$ cat config.mk
export PLATFORM = sky130hd
export DESIGN_NAME = crp16_alu_mc
export DESIGN_NICKNAME = d
export VERILOG_FILES = /design/src/rtl/crp16_alu_mc.sv
export SDC_FILE = /design/constraint.sdc
export NUM_CORES = 1
export LEC_CHECK = 0
export ABC_CLOCK_PERIOD_IN_PS = 3700
export BUFFER_PORTS_ARGS = -buffer_cell sky130_fd_sc_hd__buf_2
export CORE_MARGIN = 1
export CORE_UTILIZATION = 50
export CTS_BUF_LIST = sky130_fd_sc_hd__clkbuf_16
export DETAILED_ROUTE_END_ITERATION = 10
export PLACE_DENSITY_LB_ADDON = 0.08
export SETUP_SLACK_MARGIN = 0.02
export SLEW_MARGIN = 30
export SYNTH_ARGS = -nofsm -noshare
export SYNTH_HDL_FRONTEND = slang
export SYNTH_SLANG_ARGS = --single-unit
$ cat constraint.sdc
create_clock -name clk -period 3.7 [get_ports clk]
set_input_delay 0.37 -clock clk [delete_from_list [all_inputs] [get_ports clk]]
set_output_delay 0.37 -clock clk [all_outputs]
set_load 0.01 [all_outputs]
$ cat src/rtl/crp16_alu_mc.sv
// crp16_alu_mc - multi-cycle ALU with a valid/ready request and result handshake.
//
// Ops 0-7 (add, sub, lsr, asr, lsl, and, or, xor) and the illegal ops 10-15
// finish one cycle after accept. Op 8 (unsigned multiply) and op 9 (unsigned
// restoring divide) iterate one bit per cycle for WIDTH cycles.
//
// Ports:
//   clk, reset_n          clock (rising edge), asynchronous active-low reset
//   in_valid, in_ready    request handshake; in_ready is high only when idle
//   op_a, op_b, op_sel    operands and 4-bit operation select
//   out_valid, out_ready  result handshake; result holds until out_ready
//   alu_out, alu_hi       primary result / secondary result (high product, remainder)
//   v, c, n, z            overflow, carry, negative, zero flags
module crp16_alu_mc #(
  parameter int WIDTH = 16
) (
  input  logic             clk,
  input  logic             reset_n,
  input  logic             in_valid,
  output logic             in_ready,
  input  logic [WIDTH-1:0] op_a,
  input  logic [WIDTH-1:0] op_b,
  input  logic [3:0]       op_sel,
  output logic             out_valid,
  input  logic             out_ready,
  output logic [WIDTH-1:0] alu_out,
  output logic [WIDTH-1:0] alu_hi,
  output logic             v,
  output logic             c,
  output logic             n,
  output logic             z
);

  localparam int SW = $clog2(WIDTH);

  typedef enum logic [1:0] {IDLE, BUSY, DONE} state_t;

  state_t state, next_state;

  logic             accept;
  logic             long_op;
  logic             last_step;
  logic [SW-1:0]    count;
  logic             is_div;
  logic [WIDTH-1:0] b_q;
  logic [WIDTH-1:0] acc_hi;
  logic [WIDTH-1:0] acc_lo;

  logic [WIDTH:0]   add_sum;
  logic [WIDTH:0]   sub_sum;
  logic [SW-1:0]    shamt;
  logic [WIDTH-1:0] quick_res;
  logic             quick_c;
  logic             quick_v;

  logic [WIDTH:0]   mul_sum;
  logic [WIDTH:0]   div_shift;
  logic             div_ge;
  logic [WIDTH-1:0] div_diff;
  logic [WIDTH-1:0] step_hi;
  logic [WIDTH-1:0] step_lo;

  assign in_ready  = (state == IDLE);
  assign accept    = in_valid && (state == IDLE);
  assign long_op   = (op_sel == 4'd8) || (op_sel == 4'd9);
  assign last_step = (count == SW'(WIDTH - 1));

  always_ff @(posedge clk or negedge reset_n) begin
    if (!reset_n) state <= IDLE;
    else          state <= next_state;
  end

  always_comb begin
    next_state = state;
    case (state)
      IDLE:    if (in_valid)  next_state = long_op ? BUSY : DONE;
      BUSY:    if (last_step) next_state = DONE;
      DONE:    if (out_ready) next_state = IDLE;
      default: next_state = IDLE;
    endcase
  end

  // Single-cycle ops are evaluated straight from the input operands at accept.
  assign add_sum = {1'b0, op_a} + {1'b0, op_b};
  assign sub_sum = {1'b0, op_a} + {1'b0, ~op_b} + (WIDTH+1)'(1);
  assign shamt   = op_b[SW-1:0];

  always_comb begin
    quick_res = '0;
    quick_c   = 1'b0;
    quick_v   = 1'b0;
    case (op_sel)
      4'd0: begin
        quick_res = add_sum[WIDTH-1:0];
        quick_c   = add_sum[WIDTH];
        quick_v   = (op_a[WIDTH-1] == op_b[WIDTH-1]) && (add_sum[WIDTH-1] != op_a[WIDTH-1]);
      end
      4'd1: begin
        quick_res = sub_sum[WIDTH-1:0];
        quick_c   = sub_sum[WIDTH];
        quick_v   = (op_a[WIDTH-1] != op_b[WIDTH-1]) && (sub_sum[WIDTH-1] == op_b[WIDTH-1]);
      end
      4'd2: quick_res = op_a >> shamt;
      4'd3: quick_res = $signed(op_a) >>> shamt;
      4'd4: quick_res = op_a << shamt;
      4'd5: quick_res = op_a & op_b;
      4'd6: quick_res = op_a | op_b;
      4'd7: quick_res = op_a ^ op_b;
      4'd8, 4'd9: quick_res = '0;
      default: quick_v = 1'b1;
    endcase
  end

  // One iteration of shift-add multiply or restoring divide.
  // Multiply: acc_lo holds the multiplier, shifting right as the product's
  // low half fills in from the top. Divide: acc_lo holds the dividend,
  // shifting left into the remainder while quotient bits enter at the bottom.
  // With b=0 every trial subtract succeeds, so the quotient is all ones and
  // the remainder ends up equal to the dividend without special-casing.
  assign mul_sum   = {1'b0, acc_hi} + (acc_lo[0] ? {1'b0, b_q} : '0);
  assign div_shift = {acc_hi, acc_lo[WIDTH-1]};
  assign div_ge    = (div_shift >= {1'b0, b_q});
  assign div_diff  = div_shift[WIDTH-1:0] - b_q;

  always_comb begin
    step_hi = mul_sum[WIDTH:1];
    step_lo = {mul_sum[0], acc_lo[WIDTH-1:1]};
    if (is_div) begin
      step_hi = div_ge ? div_diff : div_shift[WIDTH-1:0];
      step_lo = {acc_lo[WIDTH-2:0], div_ge};
    end
  end

  always_ff @(posedge clk or negedge reset_n) begin
    if (!reset_n) begin
      out_valid <= 1'b0;
      alu_out   <= '0;
      alu_hi    <= '0;
      v         <= 1'b0;
      c         <= 1'b0;
      n         <= 1'b0;
      z         <= 1'b1;
      count     <= '0;
      is_div    <= 1'b0;
      b_q       <= '0;
      acc_hi    <= '0;
      acc_lo    <= '0;
    end else begin
      case (state)
        IDLE: begin
          if (accept) begin
            is_div <= (op_sel == 4'd9);
            b_q    <= op_b;
            count  <= '0;
            acc_hi <= '0;
            acc_lo <= op_a;
            if (!long_op) begin
              out_valid <= 1'b1;
              alu_out   <= quick_res;
              alu_hi    <= '0;
              v         <= quick_v;
              c         <= quick_c;
              n         <= quick_res[WIDTH-1];
              z         <= (quick_res == '0);
            end
          end
        end
        BUSY: begin
          acc_hi <= step_hi;
          acc_lo <= step_lo;
          count  <= count + SW'(1);
          if (last_step) begin
            out_valid <= 1'b1;
            alu_out   <= step_lo;
            alu_hi    <= step_hi;
            v         <= is_div && (b_q == '0);
            c         <= !is_div && (step_hi != '0);
            n         <= step_lo[WIDTH-1];
            z         <= (step_lo == '0);
          end
        end
        DONE: begin
          if (out_ready) out_valid <= 1'b0;
        end
        default: out_valid <= 1'b0;
      endcase
    end
  end

endmodule

==> metrics.md, run 1 <==
| Metric | Value |
|---|---|
| Wire length of the first global-routing pass | `59.10 mm` |
| Max_cap viols | `0` |
| H-tree depth | `3` |
| Pwr per Cell Area | `500.4 nW/um^2` |
| Register bit total from synthesis | `91` |
| Number of global-route vias before repair | `10090` |
| Static Leak | `0.005519 uW` |
| Clock latency on the worst-skew pair | `360 ps` |
| Fin crit period | `3544 ps` |
| WL/cell | `23.01 microns` |
| DR vias/cell | `6.467` |
| DIE WIDTH | `143.7 microns` |
| CP max stage cell | `or4_1` |
| Slew headroom | `0.3683` |
| Final nets | `1552` |
| Layout area overhead | `18.61%` |
| Async set-or-reset flop fraction in the synthesized netlist | `1.000` |
| Die height | `143.7 microns` |
| I/O Pins | `78` |
| Total global routing overflow | `0` |
| Drt pass-1 iters | `6` |
| Worst hold slack | `74.74 ps` |
| Clock skew | `13.02 ps` |
| Hold Violations, Final | `0` |
| CP top delay family | `simple AND/OR/NAND/NOR gates` |
| Final Util | `0.6075` |
| Reg-to-reg setup timing slack | `160 ps` |
| Worst Path Max Fanout | `15` |
| Measured slew at the worst slew-check pin | `947.5 ps` |
| Post-Synthesis Cell Area | `10030 sq um` |
| Initial antenna violation count | `1` |
| Routed WL | `38.96 mm` |
| Fill cell count | `1850` |
| CP arrival | `3750 ps` |
| Top_reg_cell synth | `dfrtp_1` |
| CP max stage delay | `520 ps` |
| Area post-placement | `11470 sq um` |
| TritonCTS Buffers | `9` |
| # rows | `51` |
| Syn_area_per_cell | `7.814 sq um` |
| Placer Congestion | `1.017` |
| Crit Reg-Reg Endpoint | `c` |
| Seq/Total Area, Yosys | `0.2271` |
| CP bufs+invs | `1` |
| Worst setup path end | `c` |
| DRT antenna net count | `0` |
| Die area | `20640 sq um` |
| CP cell instances | `buf_4, and2_1, ha_2, and3_1, and3_1, a31oi_2, a21oi_1, or4_1, o311a_1, or4_1, o41ai_2, o211ai_1` |
| Clock transition at path regs | `70 ps` |
| Post-route insts no fill | `1693` |
| Initial Utilization | `0.5122` |
| Root Buffer Master | `clkbuf_16` |
| # hold bufs at CTS | `0` |
| Worst setup startpoint | `acc_lo[0]` |
| CP Launch Type | `flip-flop` |
| IO Port Bufs | `77` |
| Final max-slew violation count | `0` |
| Syn. warnings | `0` |
| Fin area | `11900 sq um` |
| EDFF count, synth | `0` |
| Gr usage total | `0.3815` |
| CTS tree | `yes` |
| Post-Synthesis Cells | `1284` |
| Ant. Diodes | `0` |
| Setup Viol. Count Final | `0` |
| Starting DRT DRC Count | `1188` |
| Clock Path Buffers | `2` |
| Largest net degree at the start of global routing | `60` |
| DP Cell Count | `1676` |
| Core ar. | `19590 sq um` |
| DRC Markers | `0` |
| CTS sink count | `91` |
| Kind of critical path | `flip-flop to flip-flop` |
| Via count | `10950` |
| Highest Clock Rate | `282.2 MHz` |
| Status | `finished, final reports clean` |
| Peak supply drop | `0.0002650 V` |
| Worst min-delay path class | `input pin to async pin` |
| CP required | `3910 ps` |
| Layout cells sized above 1 | `0.2150` |
| Count of cell types in the netlist | `82` |
| Tcrit/Tclk final | `0.9578` |
| R2R Path Start | `acc_lo[0]` |
| Mapped Nets | `1413` |
| Worst R2R Path Depth | `12` |
| Crit. path cell count | `12` |
| Final HPWL DP | `30.18 mm` |
| Worst Setup End Kind | `flip-flop` |
report_power, final:
| part | leakage [uW] | total (uW) | switching (uW) | internal [uW] |
|---|---|---|---|---|
| Clock | 0.000148 | 942 | 462 | 480 |
| Combinational | 0.00419 | 3470 | 2040 | 1430 |
| Sequential | 0.00118 | 1540 | 245 | 1290 |
| Total | 0.00552 | 5950 | 2750 | 3210 |
placed cells by master, fill, tap and decap left out, types with 14 or more instances in the layout:
cell type,n
a211oi_1,14
a21o_1,15
a21oi_1,84
a221o_1,21
and2_1,19
buf_2,76
buf_4,141
dfrtp_1,89
ha_1,78
inv_1,69
mux2i_1,39
mux4_2,14
nand2_1,140
nand2b_1,16
nand3_1,38
nand4_1,16
nor2_1,100
nor2b_1,14
nor3_1,25
o211ai_1,20
o21ai_0,111
xnor2_1,21
per-layer routing:
metal	global-route usage	vias to the layer above	wire length [microns]
met1	0.4819	5205	15860
met4	0.2318	2	2441
met3	0.03699	139	2617
li1	-	5028	-
met2	0.6298	575	18030
met5	0	-	13
stage by stage:
stage	worst slack [ps]	TNS (ps)	power, uW
3_3_place_gp	-17.12	-17.12	4876
5_1_grt	-11.94	-11.94	6326
6_report	156.0	0	5955
3_5_place_dp	-63.74	-76.95	4886
4_1_cts	24.40	0	5836
2_1_floorplan	40.37	0	3592
worst min-delay path by stage:
stage               start         end  slack, ps  cells after the start
4_1_cts           reset_n      b_q[6]        100                      1
5_1_grt           reset_n      b_q[6]        150                      1
3_5_place_dp    out_valid   out_valid        460                      2
3_3_place_gp   alu_out[0]  alu_out[0]        460                      1
2_1_floorplan     reset_n   acc_hi[0]         70                      0
6_report          reset_n   acc_hi[9]         70                      1
repair_timing:
item / 4_1_cts / 5_1_grt
buffers inserted: 0 / 1
hold endpoints to repair: 0 / 0
gates resized for setup: 2 / 21
endpoints found under the setup margin: 1 / 2
pin swaps: 0 / 6
final cells by class:
class	count	area [sq um]	share of cell area
clock inverter	7	78.83	0.006624
sequential	91	2280	0.1916
clock buffer	9	225.2	0.01893
tap	265	331.6	0.02786
inverter	72	271.5	0.02282
multi-input combinational	1031	7254	0.6096
timing repair buffer	218	1459	0.1226
cells in the mapped netlist (11+ instances only):
cell	n	area share
nand2_1	140	0.052
a221oi_1	11	0.0096
inv_1	69	0.026
dfrtp_1	90	0.22
nand3_1	38	0.019
o22ai_1	11	0.0069
o21ai_0	112	0.056
a221o_1	21	0.021
xnor2_1	21	0.018
mux4_2	14	0.031
a21oi_1	86	0.043
or3_1	11	0.0069
a21o_1	15	0.011
a211oi_1	15	0.011
a31oi_1	14	0.0087
and2_1	19	0.012
mux2i_1	40	0.040
a22oi_1	11	0.0082
o211ai_1	20	0.015
nor3_1	26	0.013
buf_1	12	0.0045
a22o_1	11	0.0096
nor2_1	100	0.037
clkbuf_1	64	0.024
ha_1	85	0.11
nand2b_1	18	0.011
nor2b_1	14	0.0087
nand4_1	16	0.010
state kept, by name (all words and copies together) (netlist names), 2 cells and up:
name,count
acc_hi,16
state,2
alu_hi,16
count,4
alu_out,16
b_q,16
acc_lo,16
worst register-to-register path, stage by stage (launching register included):
cell	delay (ps)
dfrtp_1	410
buf_4	210
and2_1	160
ha_2	310
and3_1	220
and3_1	230
a31oi_2	230
a21oi_1	110
or4_1	420
o311a_1	140
or4_1	520
o41ai_2	300
o211ai_1	150
cells by family after synthesis:
group                      synth area share
xor gates and xnor gates            0.02444
and+or+nand+nor                      0.2089
DFF                                  0.2271
AOI/OAI and AO/OA                    0.2760
muxes                               0.08555
buffers and inverters               0.06410
adders and majority gates            0.1140
(Power assumes the default switching activity.)
==> run 2, diff against run 1 <==
Settings changed: ABC_CLOCK_PERIOD_IN_PS 3700 to 4300.
Clock period 3.7 ns to 4.3 ns, I/O delays scaled along.
==> run 2 against run 1 <==
Net effect: combinational power down 22%; clock skew shrank 0.85 ps; critical path depth up 1; non-clock buffer count decreased by 86; first-iteration DRC count fell by 6.9%; sequential share of layout area grew 1.3 points; largest cell class unchanged.
==> metrics.md, run 2 (synthesized netlist as in run 1, its figures left out) <==
| Metric | Value |
|---|---|
| Wire length of the first global-routing pass | `57.47 mm (was 59.10 mm)` |
| Pwr per Cell Area | `439.1 nW/um^2 (was 500.4 nW/um^2)` |
| Grt met2 use | `0.6122 (was 0.6298)` |
| Worst hold slack | `162.6 ps (was 74.74 ps)` |
| Setup TNS | `0 ps (unchanged)` |
| Static Leak | `0.005085 uW (was 0.005519 uW)` |
| DR vias/cell | `6.519 (was 6.467)` |
| Initial antenna violation count | `0 (was 1)` |
| Core ar. | `19590 sq um (unchanged)` |
| I/O Pins | `78 (unchanged)` |
| Final nets | `1466 (was 1552)` |
| Kind of critical path | `flip-flop to flip-flop (unchanged)` |
| Total global routing overflow | `0 (unchanged)` |
| Layout area overhead | `10.94% (was 18.61%)` |
| Reg power frac | `0.276 (was 0.258)` |
| Measured slew at the worst slew-check pin | `911.8 ps (was 947.5 ps)` |
| Post-route insts no fill | `1607 (was 1693)` |
| CP Launch Type | `flip-flop (unchanged)` |
| GR Layer Usage met3 | `0.04832 (was 0.03699)` |
| Starting DRT DRC Count | `1106 (was 1188)` |
| Clock Path Buffers | `2 (unchanged)` |
| Max_cap viols | `0 (unchanged)` |
| Fill cell count | `1922 (was 1850)` |
| Hold Violations, Final | `0 (unchanged)` |
| Final HPWL DP | `28.37 mm (was 30.18 mm)` |
| Slew headroom | `0.3906 (was 0.3683)` |
| Layout cells sized above 1 | `0.1490 (was 0.2150)` |
| Postcts setup bufs | `0 (unchanged)` |
| H-tree depth | `3 (unchanged)` |
| CP arrival | `4180 ps (was 3750 ps)` |
| Tcrit/Tclk final | `0.9218 (was 0.9578)` |
| Clock latency on the worst-skew pair | `360 ps (about the same)` |
| Highest Clock Rate | `252.3 MHz (was 282.2 MHz)` |
| Largest net degree at the start of global routing | `68 (was 60)` |
| Routed WL | `37.41 mm (was 38.96 mm)` |
| Final max-slew violation count | `0 (unchanged)` |
| Ant. Diodes | `0 (unchanged)` |
| DP Cell Count | `1591 (was 1676)` |
| Register area | `2280 sq um (unchanged)` |
| Die height | `143.7 microns (unchanged)` |
| Worst Path Max Fanout | `16 (was 15)` |
| TritonCTS Buffers | `9 (unchanged)` |
| Gr usage total | `0.3715 (was 0.3815)` |
| Clock skew | `12.16 ps (was 13.02 ps)` |
| CTS sink count | `91 (unchanged)` |
| Fin crit period | `3964 ps (was 3544 ps)` |
| Sw Share | `0.4701 (was 0.4612)` |
| Die area | `20640 sq um (unchanged)` |
| WL/cell | `23.28 microns (was 23.01 microns)` |
| CP required | `4520 ps (was 3910 ps)` |
| Setup Viol. Count Final | `0 (unchanged)` |
| Int Pwr | `2590 uW (was 3209 uW)` |
| DRC Markers | `0 (unchanged)` |
| IO Port Bufs | `77 (unchanged)` |
| Clock Power Share | `0.169 (was 0.158)` |
| Worst min-delay path class | `input pin to async pin (unchanged)` |
| Placer Congestion | `0.9832 (was 1.017)` |
| Most frequent cells in the layout | `140 x nand2_1, 112 x o21ai_0, 100 x nor2_1 (was 141 x buf_4, 140 x nand2_1, 111 x o21ai_0)` |
| Peak supply drop | `0.0002383 V (was 0.0002650 V)` |
| GR Util met1 | `0.4722 (was 0.4819)` |
| RSZ-0062 raised after global routing | `no` |
| # hold bufs at CTS | `0 (unchanged)` |
| Clock transition at path regs | `70 ps (about the same)` |
| Drt pass-1 iters | `5 (was 6)` |
| Commonest non-fill, non-tap cell in the layout | `nand2_1 (was buf_4)` |
| # rows | `51 (unchanged)` |
| DRT antenna net count | `0 (unchanged)` |
| Root Buffer Master | `clkbuf_16 (unchanged)` |
| Multi-input gate area | `7143 sq um (was 7254 sq um)` |
| Switching Power | `2297 uW (was 2746 uW)` |
| Number of global-route vias before repair | `9966 (was 10090)` |
| Fin area | `11130 sq um (was 11900 sq um)` |
| Via count | `10480 (was 10950)` |
| Area post-placement | `10820 sq um (was 11470 sq um)` |
| Worst R2R Path Depth | `13 (was 12)` |
| DIE WIDTH | `143.7 microns (unchanged)` |
| Worst Setup End Kind | `flip-flop (unchanged)` |
| Worst setup margin | `336.2 ps (was 156.0 ps)` |
| Initial Utilization | `0.5122 (unchanged)` |
| Busiest grt layer | `met2 (unchanged)` |
| Setup WS pre-CTS | `217.2 ps (was -63.74 ps)` |
| Status | `finished, final reports clean (unchanged)` |
| CTS tree | `yes (unchanged)` |
| Gate power share | `0.556 (was 0.583)` |
-- run 2: critical path, stage by stage, from the launching register on --
cell and delay, ps:
dfrtp_1 390, buf_4 190, and2_1 190, ha_1 350, or2_2 290, a21oi_1 160
a21oi_1 80, a31oi_1 290, a21oi_1 140, or4_1 430, o311a_1 190, or4_1 540
o41ai_2 450, o211ai_1 140
-- run 2: final timing paths --
path	endpoint	slack [ps]	start
max	c	340	acc_lo[0]
min	acc_hi[7]	160	reset_n
max reg2reg	c	340	acc_lo[0]
min reg2reg	alu_hi[6]	480	alu_hi[6]
max in group asynchronous	z	3220	reset_n
min in group clk	state[1]	320	out_ready
-- run 2: layout make-up --
type	count	share of cell area
clock buffers	9	0.02023
flip-flops and latches	91	0.2048
clock inverters	7	0.007194
well taps	265	0.02979
inverters	72	0.02428
repair buffers	132	0.07194
multi-input cells	1031	0.6417
-- run 2: timing repair --
item	4_1_cts	5_1_grt
gates resized for setup	0	2
hold endpoints to repair	0	0
endpoints found under the setup margin	0	1
-- run 2: through the flow --
stage	power, uW	util
after CTS	4831	0.5677
after detailed placement	4006	0.5521
after global placement	3996	0.5521
after global routing	5197	0.5682
after floorplan	3091	-
final	4887	0.5682
-- run 2: power by group through the flow --
stage                     registers (uW)  logic, uW  clock network (uW)
final                               1350       2720                 824
after CTS                           1340       2660                 824
after detailed placement            1360       2650                   0
after global routing                1380       2970                 850
after global placement              1350       2640                   0
after floorplan                     1320       1770                   0
-- run 2: routing by layer --
layer / routed length [microns] / vias up
li1: - / 4849
met1: 15480 / 5002
met2: 17390 / 511
met3: 2777 / 114
met4: 1761 / 0
met5: 0 / -
==> run 3, diff against run 2 <==
--- a/config.mk
+++ b/config.mk
@@ -13,5 +13,5 @@
 export DETAILED_ROUTE_END_ITERATION = 10
 export PLACE_DENSITY_LB_ADDON = 0.08
-export SETUP_SLACK_MARGIN = 0.02
+export SETUP_SLACK_MARGIN = 0.15
 export SLEW_MARGIN = 30
 export SYNTH_ARGS = -nofsm -noshare
==> constraint.sdc (replaced) <==
create_clock -name clk -period 4.3 [get_ports clk]
set_input_delay 0.215 -clock clk [delete_from_list [all_inputs] [get_ports clk]]
set_output_delay 0.215 -clock clk [all_outputs]
set_load 0.01 [all_outputs]
==> run 3 against run 2 <==
Net effect: clock skew decreased by 0.79 ps; clock power about the same; highest routed layer unchanged; die area unchanged; first-iteration DRC count decreased by 4.5%; critical endpoint unchanged; register-to-register slack improved by 100 ps.
==> metrics.md, run 3 (synthesized netlist as in run 1, its figures left out) <==
| Metric | Value |
|---|---|
| Die area | `20640 sq um (unchanged)` |
| Measured slew at the worst slew-check pin | `913.6 ps (was 911.8 ps)` |
| Initial Utilization | `0.5122 (unchanged)` |
| Clock skew | `11.37 ps (was 12.16 ps)` |
| Slew headroom | `0.3893 (was 0.3906)` |
| CP required | `4520 ps (about the same)` |
| # rows | `51 (unchanged)` |
| Worst hold slack | `101.0 ps (was 162.6 ps)` |
| GR Layer Usage met3 | `0.04465 (was 0.04832)` |
| Gr usage total | `0.3696 (was 0.3715)` |
| Wire length of the first global-routing pass | `57.31 mm (was 57.47 mm)` |
| Fill cell count | `1913 (was 1922)` |
| Number of global-route vias before repair | `9794 (was 9966)` |
| Worst Path Max Fanout | `4 (was 16)` |
| Final HPWL DP | `28.45 mm (was 28.37 mm)` |
| DRC Markers | `0 (unchanged)` |
| WL/cell | `23.19 microns (was 23.28 microns)` |
| Via count | `10420 (was 10480)` |
| Clock latency on the worst-skew pair | `360 ps (about the same)` |
| Commonest non-fill, non-tap cell in the layout | `nand2_1 (unchanged)` |
| CP cell instances | `and2_1, ha_1, inv_1, fa_1, nand2b_1, a21oi_1, o221ai_1, a31oi_1, xnor2_1, o32ai_1, buf_4, nand2b_1, or4_1, o41ai_1, o211ai_1 (was buf_4, and2_1, ha_1, or2_2, a21oi_1, a21oi_1, a31oi_1, a21oi_1, or4_1, o311a_1, or4_1, o41ai_2, o211ai_1)` |
| CP bufs+invs | `2 (was 1)` |
| CP Launch Type | `flip-flop (unchanged)` |
| Drt pass-1 iters | `5 (unchanged)` |
| Ant. Diodes | `0 (unchanged)` |
| Reg power frac | `0.276 (about the same)` |
| HP Start | `out_ready` |
| Fin crit period | `3861 ps (was 3964 ps)` |
| Gate power share | `0.554 (was 0.556)` |
| Hold Violations, Final | `0 (unchanged)` |
| GR Util met1 | `0.4773 (was 0.4722)` |
| Setup TNS | `0 ps (unchanged)` |
| Kind of critical path | `flip-flop to flip-flop (unchanged)` |
| CTS tree | `yes (unchanged)` |
| Sw Share | `0.4706 (was 0.4701)` |
| Grt met2 use | `0.5935 (was 0.6122)` |
| Clock transition at path regs | `80 ps (was 70 ps)` |
| Final max-slew violation count | `0 (unchanged)` |
| Busiest grt layer | `met2 (unchanged)` |
| DRT antenna net count | `0 (unchanged)` |
| Status | `finished, final reports clean (unchanged)` |
| CP max stage cell | `or4_1 (unchanged)` |
| Root Buffer Master | `clkbuf_16 (unchanged)` |
| Total global routing overflow | `0 (unchanged)` |
| Worst min-delay path class | `input pin to flip-flop (was input pin to async pin)` |
| Static Leak | `0.005050 uW (was 0.005085 uW)` |
| Initial antenna violation count | `0 (unchanged)` |
| Int Pwr | `2565 uW (was 2590 uW)` |
| CP arrival | `4080 ps (was 4180 ps)` |
| Postcts setup bufs | `0 (unchanged)` |
| Layout cells sized above 1 | `0.1424 (was 0.1490)` |
| IO Port Bufs | `77 (unchanged)` |
| TritonCTS Buffers | `9 (unchanged)` |
| Register area | `2280 sq um (unchanged)` |
| Largest net degree at the start of global routing | `70 (was 68)` |
| Most frequent cells in the layout | `139 x nand2_1, 112 x o21ai_0, 100 x nor2_1 (was 140 x nand2_1, 112 x o21ai_0, 100 x nor2_1)` |
| Switching Power | `2280 uW (was 2297 uW)` |
| Most common cell on crit path | `nand2b_1 (was a21oi_1)` |
| Hold path depth | `4` |
| Clock Power Share | `0.169 (about the same)` |
| Reg-to-reg setup timing slack | `440 ps (was 340 ps)` |
| Crit. path cell count | `15 (was 13)` |
| DIE WIDTH | `143.7 microns (unchanged)` |
| Tcrit/Tclk final | `0.8978 (was 0.9218)` |
| Highest Clock Rate | `259.0 MHz (was 252.3 MHz)` |
| Placer Congestion | `0.9933 (was 0.9832)` |
| Setup Viol. Count Final | `0 (unchanged)` |
| H-tree depth | `3 (unchanged)` |
| Crit Reg-Reg Endpoint | `c (unchanged)` |
| CTS sink count | `91 (unchanged)` |
| Final nets | `1458 (was 1466)` |
| RSZ-0062 raised after global routing | `no (unchanged)` |
| Max_cap viols | `0 (unchanged)` |
| Worst Setup End Kind | `flip-flop (unchanged)` |
| Clock Path Buffers | `2 (unchanged)` |
| Die height | `143.7 microns (unchanged)` |
| Post-route insts no fill | `1599 (was 1607)` |
| Worst R2R Path Depth | `15 (was 13)` |
| Routed WL | `37.08 mm (was 37.41 mm)` |
| Pwr per Cell Area | `437.7 nW/um^2 (was 439.1 nW/um^2)` |
| R2R Path Start | `b_q[0] (was acc_lo[0])` |
| DP Cell Count | `1582 (was 1591)` |
| Layout area overhead | `10.33% (was 10.94%)` |
| Core ar. | `19590 sq um (unchanged)` |
| CP top delay family | `compound AO/OA/AOI/OAI gates (unchanged)` |
| Hold Path Sink | `state[1]` |
| Multi-input gate area | `7137 sq um (was 7143 sq um)` |
| Peak supply drop | `0.0002176 V (was 0.0002383 V)` |
| Starting DRT DRC Count | `1056 (was 1106)` |
| I/O Pins | `78 (unchanged)` |
| DR vias/cell | `6.517 (was 6.519)` |
| CP max stage delay | `520 ps (was 540 ps)` |
## run 3: cell count changes in the layout (fill, tap and decap cells not counted), sizes merged
cell and change:
buf -9, clkinvlp -1, inv +2, dlygate4sd3 +1, clkinv -1
## run 3: layer usage
layer / vias to the layer above / share of wire
met2: 500 / 0.46
met3: 129 / 0.064
met4: 0 / 0.060
met5: - / 0
li1: 4833 / -
met1: 4959 / 0.42
## run 3: repair_timing
item	4_1_cts	5_1_grt
endpoints found under the hold margin	0	68
resized for setup	0	0
hold buffers	0	1
## run 3: worst max path at each step
| stage | startpoint | endpoint |
|---|---|---|
| floorplan | op_b[3] | z |
| global route | b_q[14] | c |
| detailed placement | b_q[0] | c |
| global placement | acc_lo[0] | c |
| CTS | b_q[0] | c |
| finish | b_q[0] | c |
## run 3: layout make-up
cell class	count	area share
Tap cell	265	0.02995
Multi-Input combinational cell	1031	0.6447
Clock buffer	9	0.02035
Inverter	72	0.02441
Sequential cell	91	0.2059
Clock inverter	7	0.007121
Timing Repair Buffer	124	0.06748
## run 3: power groups by stage
| stage | combinational [uW] | sequential (uW) | clock, uW |
|---|---|---|---|
| after detailed placement | 2630 | 1350 | 0 |
| after CTS | 2640 | 1330 | 827 |
| after global routing | 2930 | 1370 | 862 |
| after global placement | 2630 | 1340 | 0 |
| after floorplan | 1770 | 1320 | 0 |
| final | 2680 | 1340 | 821 |
## run 3: metrics by stage
| step | util | worst slack [ps] | power (uW) | area (sq um) |
|---|---|---|---|---|
| final | 0.5651 | 439.4 | 4845 | 11070 |
| after global routing | 0.5651 | 181.0 | 5165 | 11070 |
| after CTS | 0.5642 | 471.8 | 4801 | 11050 |
| after detailed placement | 0.5487 | 470.4 | 3977 | 10750 |
| after global placement | 0.5487 | 547.5 | 3975 | 10750 |
| after floorplan | - | 727.2 | 3091 | 10030 |
## run 3: worst reg2reg max path, cell delays in order, from the launching register on
cell	delay [ps]
dfrtp_1	420
and2_1	150
ha_1	160
inv_1	60
fa_1	430
nand2b_1	190
a21oi_1	280
o221ai_1	220
a31oi_1	250
xnor2_1	150
o32ai_1	120
buf_4	170
nand2b_1	130
or4_1	520
o41ai_1	340
o211ai_1	130
